$ cat src/rtl/vector_burst_loader.sv
// vector_burst_loader
// Reads a burst of 1..LANES words from the word memory, packs them into one
// vector and writes that vector to a register-file entry in a single cycle.
// Optional feature: define VECTOR_LOADER_BOUNDS_CHECK_EN to reject bursts that
// would run past the top of memory (error pulse) instead of wrapping.

module vector_burst_loader #(
   parameter int ADDR_W  = 9,
   parameter int WORD_W  = 32,
   parameter int LANES   = 16,
   parameter int MEM_LAT = 1,
   localparam int LEN_W  = $clog2(LANES),
   localparam int CNT_W  = LEN_W + 1
) (
   input  logic                      clk,
   input  logic                      rst_n,
   input  logic                      start,
   input  logic [ADDR_W-1:0]         base_addr,
   input  logic [LEN_W-1:0]          burst_len,
   input  logic [1:0]                dest_reg,
   output logic                      busy,
   output logic                      done,
   output logic                      error,
   output logic [ADDR_W-1:0]         mem_addr,
   output logic                      mem_rd_en,
   output logic                      mem_burst_enable,
   output logic [LEN_W-1:0]          mem_burst_length,
   input  logic [WORD_W-1:0]         mem_data_out,
   output logic                      rf_write_enable,
   output logic [1:0]                rf_sel_reg_write,
   output logic [LANES*WORD_W-1:0]   rf_data
);

   typedef enum logic [1:0] {
      IDLE,
      ISSUE,
      DRAIN,
      WRITEBACK
   } state_t;

   state_t                          state;
   state_t                          state_next;
   logic [ADDR_W-1:0]               base_q;
   logic [LEN_W-1:0]                len_q;
   logic [1:0]                      dest_q;
   logic [LEN_W-1:0]                issue_cnt;
   logic [CNT_W-1:0]                cap_cnt;
   logic [CNT_W-1:0]                cap_total;
   logic [CNT_W-1:0]                len_plus1;
   logic [MEM_LAT-1:0]              vld_pipe;
   logic                            cap_valid;
   logic [LANES-1:0][WORD_W-1:0]    lanes;
   logic                            reject;
   logic                            accept;

`ifdef VECTOR_LOADER_BOUNDS_CHECK_EN
   localparam int SUM_W = ADDR_W + 1;
   logic [SUM_W-1:0]                end_addr;
   logic                            error_q;

   assign end_addr = {1'b0, base_addr} + SUM_W'(burst_len);
   assign reject   = end_addr[ADDR_W];
   assign error    = error_q;

   // Pulse error in the cycle after a rejected request was seen in IDLE
   always_ff @(posedge clk) begin
      if (!rst_n) begin
         error_q <= 1'b0;
      end else begin
         error_q <= start && (state == IDLE) && reject;
      end
   end
`else
   assign reject = 1'b0;
   assign error  = 1'b0;
`endif

   assign accept    = (state == IDLE) && start && !reject;
   assign cap_valid = vld_pipe[MEM_LAT-1];
   assign cap_total = cap_cnt + {{LEN_W{1'b0}}, cap_valid};
   assign len_plus1 = {1'b0, len_q} + CNT_W'(1);
   assign rf_data   = lanes;

   // State register
   always_ff @(posedge clk) begin
      if (!rst_n) begin
         state <= IDLE;
      end else begin
         state <= state_next;
      end
   end

   // Next-state and Moore outputs; DRAIN looks at the count including this
   // cycle's capture so writeback follows the last data word immediately
   always_comb begin
      state_next       = state;
      busy             = (state != IDLE);
      done             = 1'b0;
      mem_addr         = '0;
      mem_rd_en        = 1'b0;
      mem_burst_enable = 1'b0;
      mem_burst_length = '0;
      rf_write_enable  = 1'b0;
      rf_sel_reg_write = 2'd0;
      case (state)
         IDLE: begin
            if (accept) begin
               state_next = ISSUE;
            end
         end
         ISSUE: begin
            mem_rd_en        = 1'b1;
            mem_burst_enable = 1'b1;
            mem_burst_length = len_q;
            mem_addr         = base_q + ADDR_W'(issue_cnt);
            if (issue_cnt == len_q) begin
               state_next = DRAIN;
            end
         end
         DRAIN: begin
            if (cap_total == len_plus1) begin
               state_next = WRITEBACK;
            end
         end
         WRITEBACK: begin
            rf_write_enable  = 1'b1;
            rf_sel_reg_write = dest_q;
            done             = 1'b1;
            state_next       = IDLE;
         end
         default: begin
            state_next = IDLE;
         end
      endcase
   end

   // Track in-flight reads so returning data is captured exactly MEM_LAT later
   always_ff @(posedge clk) begin
      if (!rst_n) begin
         vld_pipe <= '0;
      end else begin
         vld_pipe[0] <= mem_rd_en;
         for (int i = 1; i < MEM_LAT; i++) begin
            vld_pipe[i] <= vld_pipe[i-1];
         end
      end
   end

   // Request latching, issue counting and lane capture into the vector buffer
   always_ff @(posedge clk) begin
      if (!rst_n) begin
         base_q    <= '0;
         len_q     <= '0;
         dest_q    <= '0;
         issue_cnt <= '0;
         cap_cnt   <= '0;
         lanes     <= '0;
      end else if (accept) begin
         base_q    <= base_addr;
         len_q     <= burst_len;
         dest_q    <= dest_reg;
         issue_cnt <= '0;
         cap_cnt   <= '0;
         lanes     <= '0;
      end else begin
         if (state == ISSUE) begin
            issue_cnt <= issue_cnt + LEN_W'(1);
         end
         if (cap_valid) begin
            lanes[cap_cnt[LEN_W-1:0]] <= mem_data_out;
            cap_cnt                   <= cap_cnt + CNT_W'(1);
         end
      end
   end

endmodule
$ cat config.mk
export PLATFORM = sky130hd
export DESIGN_NAME = vector_burst_loader
export DESIGN_NICKNAME = d
export VERILOG_FILES = /design/src/rtl/vector_burst_loader.sv
export SDC_FILE = /design/constraint.sdc
export NUM_CORES = 1
export LEC_CHECK = 0
export ABC_CLOCK_PERIOD_IN_PS = 2900
export CAP_MARGIN = 20
export CORE_MARGIN = 2
export CORE_UTILIZATION = 35
export DETAILED_ROUTE_END_ITERATION = 10
export PLACE_DENSITY_LB_ADDON = 0.12
export SLEW_MARGIN = 20
export SYNTH_ARGS = -nofsm -noshare
export SYNTH_HDL_FRONTEND = slang
export SYNTH_SLANG_ARGS = --single-unit
$ cat constraint.sdc
create_clock -name clk -period 2.9 [get_ports clk]
set_input_delay 0.58 -clock clk [delete_from_list [all_inputs] [get_ports clk]]
set_output_delay 0.58 -clock clk [all_outputs]
set_load 0.03 [all_outputs]
# Word level (Yosys, flattened, before mapping)
# Index checks and enable logic that the tools add are counted.
# W data, S select, Z words.
[totals]
regBits = 539
input_bits = 50
out_inout_bits = 533
[op_classes]
add_sub_neg = 5
n_lt_le_gt_ge = 2
eq_ne = 8
muxes = 12
bitwise = 1
n_reduce_logical = 6
[ops]
columns = ["cell", "n"]
rows = [
  ["$bwmux W512", 1],
  ["$demux W32 S4", 1],
  ["$mux W32", 1],
  ["$add A9 B4 Y9", 1],
  ["$mux W9", 1],
  ["$mux W2", 4],
  ["$pmux W2 S4", 1],
  ["$ne A2 B2 Y1 const B", 3],
  ["$add A4 B1 Y5 const B", 1],
  ["$add A5 B1 Y5", 1],
  ["$add A5 B1 Y5 const B", 1],
  ["$eq A5 B5 Y1", 1],
  ["$lt A4 B5 Y1 const B", 1],
  ["$add A4 B1 Y4 const B", 1],
  ["$eq A2 B2 Y1 const B", 2],
  ["$eq A4 B4 Y1", 1],
  ["$ge A4 B1 Y1 const B", 1],
  ["$mux W4", 1],
  ["$reduce_and A3 Y1", 1],
  ["$eq A2 B1 Y1 const B", 1],
  ["$logic_and A1 B1 Y1", 2],
  ["$logic_not A2 Y1", 1],
  ["$mux W1", 2],
  ["$reduce_bool A2 Y1", 1],
  ["2 further kinds", 2],
]

# Depth between registers and ports, before layout
# Gate-level depths: netlist of run 1.
[depth]
word_depth = 5
ltp_mapped = 8
mapped_depth_nobuf = 8

# Least setup slack after synthesis of run 1
# Ideal clock, no wire load.
[synth_timing]
kind = "register -> output"
startpoint = "reg issue_cnt[0]"
endpoint = "out mem_addr[4]"
t_arrival_ps = 2145
slack_ps = 175
stages_incl_launch_ff = 8
path_buffers = 0
path_cell_list = "dfxtp_1 > ha_1 > inv_1 > fa_1 > nor2b_1 > o21ai_0 > and3_1 > nor3_1"
[synth_between]
elab_chain_len = 2
[synth_lines]
columns = ["element", "line", "source"]
rows = [
  ["from (decl)", "46", "logic [LEN_W-1:0] issue_cnt;"],
  ["from (signal assigned)", "167", "issue_cnt <= issue_cnt + LEN_W'(1);"],
  ["$add A9 B4 Y9", "115", "mem_addr = base_q + ADDR_W'(issue_cnt);"],
  ["$mux W9", "105", "case (state)"],
  ["to (decl)", "24", "output logic [ADDR_W-1:0] mem_addr,"],
]
# Every way passes these cells.

# Worst setup path in the final report of run 1
[layout_timing]
startpoint = "reg issue_cnt[0]"
endpoint = "out mem_addr[8]"
# Same word-level chain as after synthesis.

==> results of run 1 <==
power breakdown:
part           switching, W  total [W]  internal, W
clock network       0.00303    0.00733      0.00431
registers         0.0000979    0.00761      0.00751
logic               0.00129    0.00184     0.000550
total               0.00442     0.0168       0.0124
worst paths after layout:
path	startpoint	to	slack, ps	cells past startpoint
hold reg to reg	rf_data[425]$_SDFFE_PP0P_	rf_data[425]$_SDFFE_PP0P_	450	2
setup / recovery	issue_cnt[0]$_SDFFE_PP0P_	mem_addr[8]	-60	9
hold / removal	rf_data[425]$_SDFFE_PP0P_	rf_data[425]$_SDFFE_PP0P_	450	2
setup reg to reg	cap_cnt[3]$_SDFFE_PP0P_	rf_data[488]$_SDFFE_PP0P_	820	5
state kept, by name, indices dropped and copies added (netlist names):
register   cells
base_q         9
state          2
cap_cnt        5
dest_q         2
rf_data      512
cap_valid      1
len_q          4
issue_cnt      4
what timing repair did:
action                                  CTS  global route
buffers inserted                          0             5
endpoints found under the setup margin   12             8
resized for setup                        26            14
hold endpoints to repair                  0             0
pin swaps                                10             8
routing by layer:
| metal | track usage | vias to the layer above | wire length [um] |
|---|---|---|---|
| li1 | - | 8975 | - |
| met4 | 0.0904 | 0 | 2610 |
| met2 | 0.436 | 668 | 37800 |
| met3 | 0.0644 | 136 | 6290 |
| met1 | 0.316 | 8844 | 32500 |
| met5 | 0 | - | 0 |
cells in the mapped netlist (3+ instances only):
master / instances / area share
nand3_1: 4 / 0.0010
a21oi_2: 11 / 0.0048
clkbuf_1: 94 / 0.018
buf_2: 77 / 0.019
dfxtp_1: 539 / 0.54
and2_1: 24 / 0.0075
mux2i_1: 3 / 0.0015
ha_1: 17 / 0.011
buf_1: 8 / 0.0015
nor2_1: 14 / 0.0026
nand2_1: 1071 / 0.20
xor2_1: 10 / 0.0044
a21boi_0: 15 / 0.0056
a21oi_1: 507 / 0.13
nand4_1: 3 / 0.00094
buf_6: 38 / 0.021
nand2_2: 10 / 0.0031
inv_1: 10 / 0.0019
xnor2_1: 9 / 0.0039
buf_4: 31 / 0.012
cell families (layout without fill, tap and decap cells):
| family | after synthesis | count (layout) | synth area share |
|---|---|---|---|
| compound gates | 542 | 542 | 0.141 |
| xor+xnor | 21 | 21 | 0.0106 |
| fa+ha+maj | 18 | 18 | 0.0116 |
| buf+inv | 259 | 790 | 0.0736 |
| flops | 539 | 539 | 0.540 |
| mux | 3 | 3 | 0.00150 |
| other cells | 1 | 3 | 0.000188 |
| simple gates | 1140 | 1140 | 0.222 |
stage by stage:
stage,setup TNS [ps],instances,setup WS (ps)
floorplan,0,2523,175
global placement,0,3698,152
detailed placement,0,3698,155
CTS,-168,3805,-109
global route,-416,3810,-179
finish,-84.6,3812,-59.5
critical path: cells and delay by family, from the launching register on:
family / cells / cell delay [ps]
simple gates: 2 / 210
flops: 1 / 350
xor+xnor: 1 / 170
buf+inv: 2 / 200
compound gates: 2 / 350
fa+ha+maj: 2 / 490
layout make-up:
cell class                      instances  area [um2]
Timing Repair Buffer                  672        6580
Clock inverter                         16         169
Tap cell                              756         946
Sequential cell                       539       10800
Antenna cell                            2        5.00
Clock buffer                           91        1720
Fill cell                            5475       28400
Inverter                               11        41.3
Multi-Input combinational cell       1725        7780
==> metrics.md, run 1 <==
| Metric | Value |
|---|---|
| Worst slew pin tran | 726 ps |
| Crit-path cells | ha_4, inv_2, fa_2, nor2b_4, o21ai_4, a211oi_2, xnor2_1, nor2_1, buf_4 |
| Min setup slack post-route | -59.5 ps |
| Root Buffer | clkbuf_16 |
| Vias in the first global route | 17.4k |
| TritonCTS clock tree | yes |
| Rows | 87 |
| Max VDD drop | 410 uV |
| H-tree levels | 2 |
| RSZ-0062 raised after global routing | yes |
| First-pass GRT wire length | 115000 um |
| Setup CP Type | reg2out |
| First-pass detailed-route iteration total | 6 |
| Initial antenna violation count | 0 |
| Crit-path max FO | 3 |
| Lkg Pwr | 9.17 nW |
| Crit end category | output pin |
| Slew HR | 0.514 |
| Most common flop cell mapped by yosys | dfxtp_1 |
| Clk sinks | 539 |
| FMAX | 338 MHz |
| DIE AREA | 59000 um2 |
| Largest net degree at the start of global routing | 94 |
| Grt total ovfl | 0 |
| Period utilization | 1.02 |
| Wirelength per Cell | 20.8 um |
| Synth warnings | 0 |
| CTS Buf Count | 58 |
| Worst Hold Class | reg2reg |
| Die W | 243 um |
| Layout cells sized above 1 | 0.0743 |
| Chip Height | 243 um |
| Worst hold slack | 450 ps |
| GRT Util Overall | 0.257 |
| Vias per cell | 4.89 |
| Final Max Slew Viols | 0 |
| Failing checks | negative setup slack |
| CTS clk-pin slew, worst paths | 60 ps |
| Power, Total | 0.0168 W |
| Initial Util | 0.354 |
| Final net count | 3075 |
| DR vias | 18.6k |
| Worst EP required | 2320 ps |
| Post-route minimum period | 2960 ps |
| Most common cell after layout, fill and taps aside | nand2_1 |
| Core ar. | 56400 um2 |
| CP arrival | 2380 ps |
| Mapped Cells | 2523 |
| CTS Hold Bufs | 0 |
| Syn Area/Cell | 7.92 um2 |
| Antenna-violating nets left | 0 |
| Slowest CP cell | dfxtp_2 |
| Clk Latency, worst-skew pair | 610 ps |
| Syn nets | 2591 |
| Area growth, synth to finish | 40.3% |
| Final setup viols | 2 |
| Drt total wl | 79300 um |
| Finished Core Util | 0.497 |
| Delay of the slowest critical-path stage | 350 ps |
| Hold Violations, Final | 0 |
| Mapped Area | 20000 um2 |
| Pwr dens | 599 nW/um2 |
| Ports | 583 |
| #FFs+latches synth | 539 |
| Area post-placement | 26100 um2 |
| Asr flop ratio synth | 0 |
| CTS Buffer Depth | 3 |
| Seq/Total Area, Yosys | 0.540 |
| Post-synth cell types | 42 |
| CP Launch Type | register |
| Max-cap violations | 0 |
| GP Congestion | 0.832 |
| Max Clock Skew | 17.4 ps |
| Drt initial violations | 1193 |
| Drt drc | 0 |
| Most frequent cells in the layout | 1069 x nand2_1, 568 x clkdlybuf4s50_1, 535 x dfxtp_1 |
| Run status | complete, but fails checks |
| Post-route cell area | 28000 um2 |
| Detailed placement HPWL | 53200 um |
| EDFF count, synth | 0 |
| Port Buf Inserts | 581 |
No activity file was read; power rests on OpenSTA's default activity.
==> run 2: changes to the inputs <==
Settings changed: CTS_CLUSTER_SIZE set to 14, SETUP_SLACK_MARGIN set to 0.2.
==> run 2 against run 1 <==
Against the previous run:
- the run now ends clean
- non-clock buffer count fell by 4
- cell count fell by 0.29%
- via count barely moved
- clock power up 1%
- clock skew rose by 0.92 ps
- first-iteration DRC count up 11%
- sequential power hardly changed
- critical path type unchanged
- critical endpoint unchanged
==> metrics.md, run 2 (synthesis gave the netlist of run 1 again) <==
| Metric | Value |
|---|---|
| Vias per cell | 4.90 |
| Most common cell after layout, fill and taps aside | nand2_1 |
| Layout cells sized above 1 | 0.0736 |
| Core ar. | 56400 um2 |
| Max VDD drop | 404 uV |
| Reg2reg start | cap_cnt[3]$_SDFFE_PP0P_ |
| Busiest metal layer after global routing | met2 |
| Grt total ovfl | 0 |
| Cells after DPL | 3696 |
| Port Buf Inserts | 581 |
| Period utilization | 0.997 |
| Vias in the first global route | 17.5k |
| Worst r2r dst | rf_data[380]$_SDFFE_PP0P_ |
| Antenna-violating nets left | 0 |
| Multi-input gate area | 7790 um2 |
| Min setup slack post-route | 9.42 ps |
| Number of fill cells | 5486 |
| Worst Hold End | rf_data[297]$_SDFFE_PP0P_ |
| Crit-path max FO | 4 |
| Hold Violations, Final | 0 |
| Final net count | 3070 |
| Clk Latency, worst-skew pair | 610 ps |
| Final Max Slew Viols | 0 |
| Drt drc | 0 |
| GRT Util Overall | 0.258 |
| Area growth, synth to finish | 40.1% |
| Die W | 243 um |
| Sequential Area | 10800 um2 |
| Drt total wl | 79600 um |
| TritonCTS clock tree | yes |
| Met1 Use GR | 0.318 |
| Post-route minimum period | 2890 ps |
| CTS clk-pin slew, worst paths | 60 ps |
| Clk sinks | 539 |
| CTS Buf Count | 57 |
| Rows | 87 |
| DIE AREA | 59000 um2 |
| Run status | finished, final reports clean |
| RSZ-0062 raised after global routing | yes |
| Hold Path Depth | 2 |
| H-tree levels | 2 |
| GP Congestion | 0.849 |
| Detailed placement HPWL | 52800 um |
| Met2 track utilization from global routing | 0.430 |
| Post-place setup slack | 132 ps |
| R2R depth | 5 |
| Largest net degree at the start of global routing | 117 |
| Setup TNS Final | 0 ps |
| CP Launch Type | register |
| CP arrival | 2310 ps |
| Worst hold slack | 451 ps |
| Chip Height | 243 um |
| Worst slew pin tran | 626 ps |
| Slew HR | 0.582 |
| Register-to-register setup slack | 820 ps |
| CTS Buffer Depth | 3 |
| Max Clock Skew | 18.3 ps |
| Most frequent cells in the layout | 1070 x nand2_1, 563 x clkdlybuf4s50_1, 535 x dfxtp_1 |
| Initial antenna violation count | 1 |
| Drt initial violations | 1320 |
| First-pass GRT wire length | 115000 um |
| Initial Util | 0.354 |
| Setup CP Type | reg2out |
| Finished Core Util | 0.496 |
| First-pass detailed-route iteration total | 6 |
| Met3 usage | 0.0739 |
| Worst EP required | 2320 ps |
| Root Buffer | clkbuf_16 |
| Final setup viols | 0 |
| Max-cap violations | 0 |
| Worst Hold Class | reg2reg |
| Post-route insts no fill | 3801 |
| Pwr dens | 602 nW/um2 |
| Beginning of the worst hold path | rf_data[297]$_SDFFE_PP0P_ |
| FMAX | 346 MHz |
| DR vias | 18.6k |
| Wirelength per Cell | 20.9 um |
| Crit end category | output pin |
| Lkg Pwr | 9.16 nW |
| Max reg flops | 512 |
| Ports | 583 |
-- run 2: changes by cell type in the layout (fill, tap and decap cells not counted), sizes merged, moves of 2 or more --
cell	change
buf	-2
clkbuf	-4
clkdlybuf4s15	+3
clkdlybuf4s50	-5
clkinv	-3
-- run 2: per-stage QoR --
| step | power (W) | instance area, um2 |
|---|---|---|
| detailed placement | 0.00961 | 26000 |
| global placement | 0.00958 | 26000 |
| finish | 0.0169 | 28000 |
| global route | 0.0175 | 28000 |
| floorplan | 0.00887 | 20000 |
| CTS | 0.0170 | 28000 |
-- run 2: critical path: stages, from the launching register on --
cell      delay [ps]
dfxtp_2          350
ha_4             140
inv_2             30
fa_2             350
nor2b_4          160
o21ai_4          100
a211oi_2         210
xnor2_1          140
nor2_1            60
buf_4            160
-- run 2: layout make-up --
type                            instances  share of cell area
Clock inverter                         13             0.00630
Clock buffer                           88              0.0612
Antenna cell                            1           0.0000894
Inverter                               11             0.00152
Tap cell                              756              0.0338
Sequential cell                       539               0.386
Multi-Input combinational cell       1725               0.278
Timing Repair Buffer                  668               0.233
-- run 2: how the worst max path moves through the flow --
stage	startpoint	to	slack [ps]
after floorplan	issue_cnt[0]$_SDFFE_PP0P_	mem_addr[8]	280
after global placement	base_q[1]$_SDFFE_PN0P_	mem_addr[5]	140
after detailed placement	base_q[1]$_SDFFE_PN0P_	mem_addr[5]	130
after CTS	base_q[0]$_SDFFE_PN0P_	mem_addr[8]	-20
after global routing	base_q[0]$_SDFFE_PN0P_	mem_addr[8]	-140
final	base_q[0]$_SDFFE_PN0P_	mem_addr[8]	9
-- run 2: where the power goes --
group,switching [W],internal [W],total (W)
clock,0.00302,0.00439,0.00741
sequential,0.000101,0.00751,0.00761
combinational,0.00130,0.000534,0.00183
-- run 2: layer usage --
metal / wire [um] / vias up
li1: - / 8949
met1: 31700 / 8874
met2: 37600 / 682
met3: 7370 / 134
met4: 2900 / 0
met5: 0 / -
-- run 2: what timing repair did --
item / 4_1_cts / 5_1_grt
setup endpoints to repair: 16 / 12
gates resized for setup: 47 / 10
pin swaps: 13 / 8
hold buffers: 0 / 0
buffers inserted: 2 / 1
==> run 3: changes to the inputs <==
Settings changed: CELL_PAD_IN_SITES_DETAIL_PLACEMENT set to 0, CELL_PAD_IN_SITES_GLOBAL_PLACEMENT set to 1, CORE_UTILIZATION 35 to 34, CTS_CLUSTER_SIZE 14 to 40.
==> run 3 against run 2 <==
Against the previous run:
- clock power grew 2%
- largest cell class unchanged
- setup slack lost 5.9 ps
- count of clock-buffer cells in the layout grew 4
- cell area grew 0.72%
==> metrics.md, run 3 (synthesis gave the netlist of run 1 again) <==
| Metric | Value |
|---|---|
| Clk sinks | 539 |
| Most frequent cells in the layout | 1069 x nand2_1, 563 x clkdlybuf4s50_1, 535 x dfxtp_1 |
| Switching power | 0.00443 W |
| Slew HR | 0.495 |
| Setup CP Type | reg2out |
| Max-cap violations | 0 |
| Detailed placement HPWL | 54800 um |
| Clk network pwr share | 0.442 |
| Final net count | 3076 |
| Clk Latency, worst-skew pair | 610 ps |
| Max reg flops | 512 |
| Die W | 246 um |
| Reg2reg start | cap_cnt[3]$_SDFFE_PP0P_ |
| Worst slew pin tran | 755 ps |
| CP arrival | 2320 ps |
| Vias per cell | 4.87 |
| Initial Util | 0.345 |
| CP Launch Type | register |
| Max Clock Skew | 9.54 ps |
| Seq pwr share | 0.447 |
| Period utilization | 0.999 |
| Worst r2r dst | rf_data[440]$_SDFFE_PP0P_ |
| Ports | 583 |
| Final setup viols | 0 |
| Crit end category | output pin |
| GP Congestion | 0.849 |
| Vias in the first global route | 17.5k |
| Post-place setup slack | 116 ps |
| TritonCTS clock tree | yes |
| CTS clk-pin slew, worst paths | 60 ps |
| Most common cell after layout, fill and taps aside | nand2_1 |
| Final Max Slew Viols | 0 |
| Hold Path Depth | 2 |
| Combinational fraction of design power | 0.111 |
| Area growth, synth to finish | 41.1% |
| Pwr dens | 604 nW/um2 |
| Area post-placement | 26200 um2 |
| Multi-input gate area | 7790 um2 |
| Register-to-register setup slack | 780 ps |
| Max VDD drop | 506 uV |
| Wirelength per Cell | 21.4 um |
| Crit-path cells | ha_4, inv_2, fa_2, nor2b_4, o21ai_4, a211oi_2, xnor2_1, nor2_1, buf_4 |
| Root Buffer | clkbuf_16 |
| Drt initial violations | 1160 |
| First-pass GRT wire length | 117000 um |
| Rows | 88 |
| Delay of the slowest critical-path stage | 360 ps |
| CTS Buf Count | 58 |
| Drt drc | 0 |
| Sequential Area | 10800 um2 |
| Antenna-violating nets left | 0 |
| Chip Height | 246 um |
| Largest net degree at the start of global routing | 63 |
| Initial antenna violation count | 0 |
| Grt total ovfl | 0 |
| GRT Util Overall | 0.259 |
| Number of fill cells | 5639 |
| Hold Violations, Final | 0 |
| Pint | 0.0126 W |
| FMAX | 345 MHz |
| First-pass detailed-route iteration total | 5 |
| RSZ-0062 raised after global routing | yes |
| Port Buf Inserts | 581 |
| # diodes | 0 |
| DR vias | 18.6k |
| Lkg Pwr | 9.25 nW |
| Power, Total | 0.0170 W |
| Post-route cell area | 28200 um2 |
| DIE AREA | 60700 um2 |
| Min setup slack post-route | 3.53 ps |
| Layout cells sized above 1 | 0.0751 |
| Beginning of the worst hold path | rf_data[54]$_SDFFE_PP0P_ |
| H-tree levels | 2 |
| Worst Hold Class | reg2reg |
| R2R depth | 5 |
| CTS Buffer Depth | 3 |
| Run status | finished, final reports clean |
| Worst hold slack | 452 ps |
| Slowest CP cell | fa_2 |
| Switch share | 0.260 |
| CTS Hold Bufs | 0 |
| Core ar. | 57900 um2 |
| Post-route minimum period | 2900 ps |
| Worst Hold End | rf_data[54]$_SDFFE_PP0P_ |
| Drt total wl | 81800 um |
| Crit-path max FO | 4 |
| Worst EP required | 2320 ps |
run 3: cell types whose count changed in the layout (fill, tap and decap cells not counted), moves of 2 or more:
cell,change
clkbuf_16,+3
buf_12,+9
clkdlybuf4s15_1,-3
dlygate4sd2_1,+4
buf_4,-4
clkbuf_1,+2
clkinv_2,-3
run 3: repair_timing:
action | in CTS | in global routing
gates resized for setup | 44 | 8
gates cloned | 0 | 0
setup buffers | 4 | 1
pin swaps | 11 | 3
endpoints found under the setup margin | 17 | 7
run 3: critical path: cells and delay by family (launching register included):
kind,cells,cell delay (ps)
buffers and inverters,2,210
AOI/OAI and AO/OA,2,300
DFF,1,350
xor gates and xnor gates,1,140
and+or+nand+nor,2,210
adders and majority gates,2,510
run 3: metrics by stage:
stage	util	setup TNS, ps	instances
3_5_place_dp	0.452	0	3708
2_1_floorplan	-	0	2523
5_1_grt	0.487	-225	3816
6_report	0.487	0	3816
4_1_cts	0.486	-13.7	3815
3_3_place_gp	0.452	0	3708
run 3: worst max path at each step:
stage | from | endpoint | slack (ps) | cells after the start
final | issue_cnt[0]$_SDFFE_PP0P_ | mem_addr[8] | 4 | 9
after global routing | issue_cnt[0]$_SDFFE_PP0P_ | mem_addr[8] | -120 | 9
after CTS | issue_cnt[0]$_SDFFE_PP0P_ | mem_addr[8] | -10 | 9
after detailed placement | base_q[1]$_SDFFE_PN0P_ | mem_addr[5] | 120 | 7
after global placement | base_q[1]$_SDFFE_PN0P_ | mem_addr[5] | 120 | 7
after floorplan | issue_cnt[0]$_SDFFE_PP0P_ | mem_addr[8] | 280 | 8
run 3: cell type report:
type | instances | area share
flip-flops and latches | 539 | 0.383
well taps | 765 | 0.0340
clock inverters | 11 | 0.00559
clock buffers | 92 | 0.0632
inverters | 11 | 0.00146
multi-input cells | 1725 | 0.276
repair buffers | 673 | 0.236
run 3: metal layers:
| layer | up-vias | GRT usage | part of all wire |
|---|---|---|---|
| met1 | 8829 | 0.319 | 0.41 |
| met2 | 636 | 0.428 | 0.47 |
| met3 | 143 | 0.0733 | 0.084 |
| li1 | 8966 | - | - |
| met5 | - | 0 | 0 |
| met4 | 0 | 0.0982 | 0.038 |
run 3: power groups by stage:
| stage | sequential [W] | clock (W) | combinational [W] |
|---|---|---|---|
| global route | 0.00763 | 0.00798 | 0.00201 |
| finish | 0.00762 | 0.00754 | 0.00189 |
| detailed placement | 0.00778 | 0 | 0.00189 |
| CTS | 0.00762 | 0.00768 | 0.00189 |
| global placement | 0.00777 | 0 | 0.00187 |
| floorplan | 0.00784 | 0 | 0.00103 |
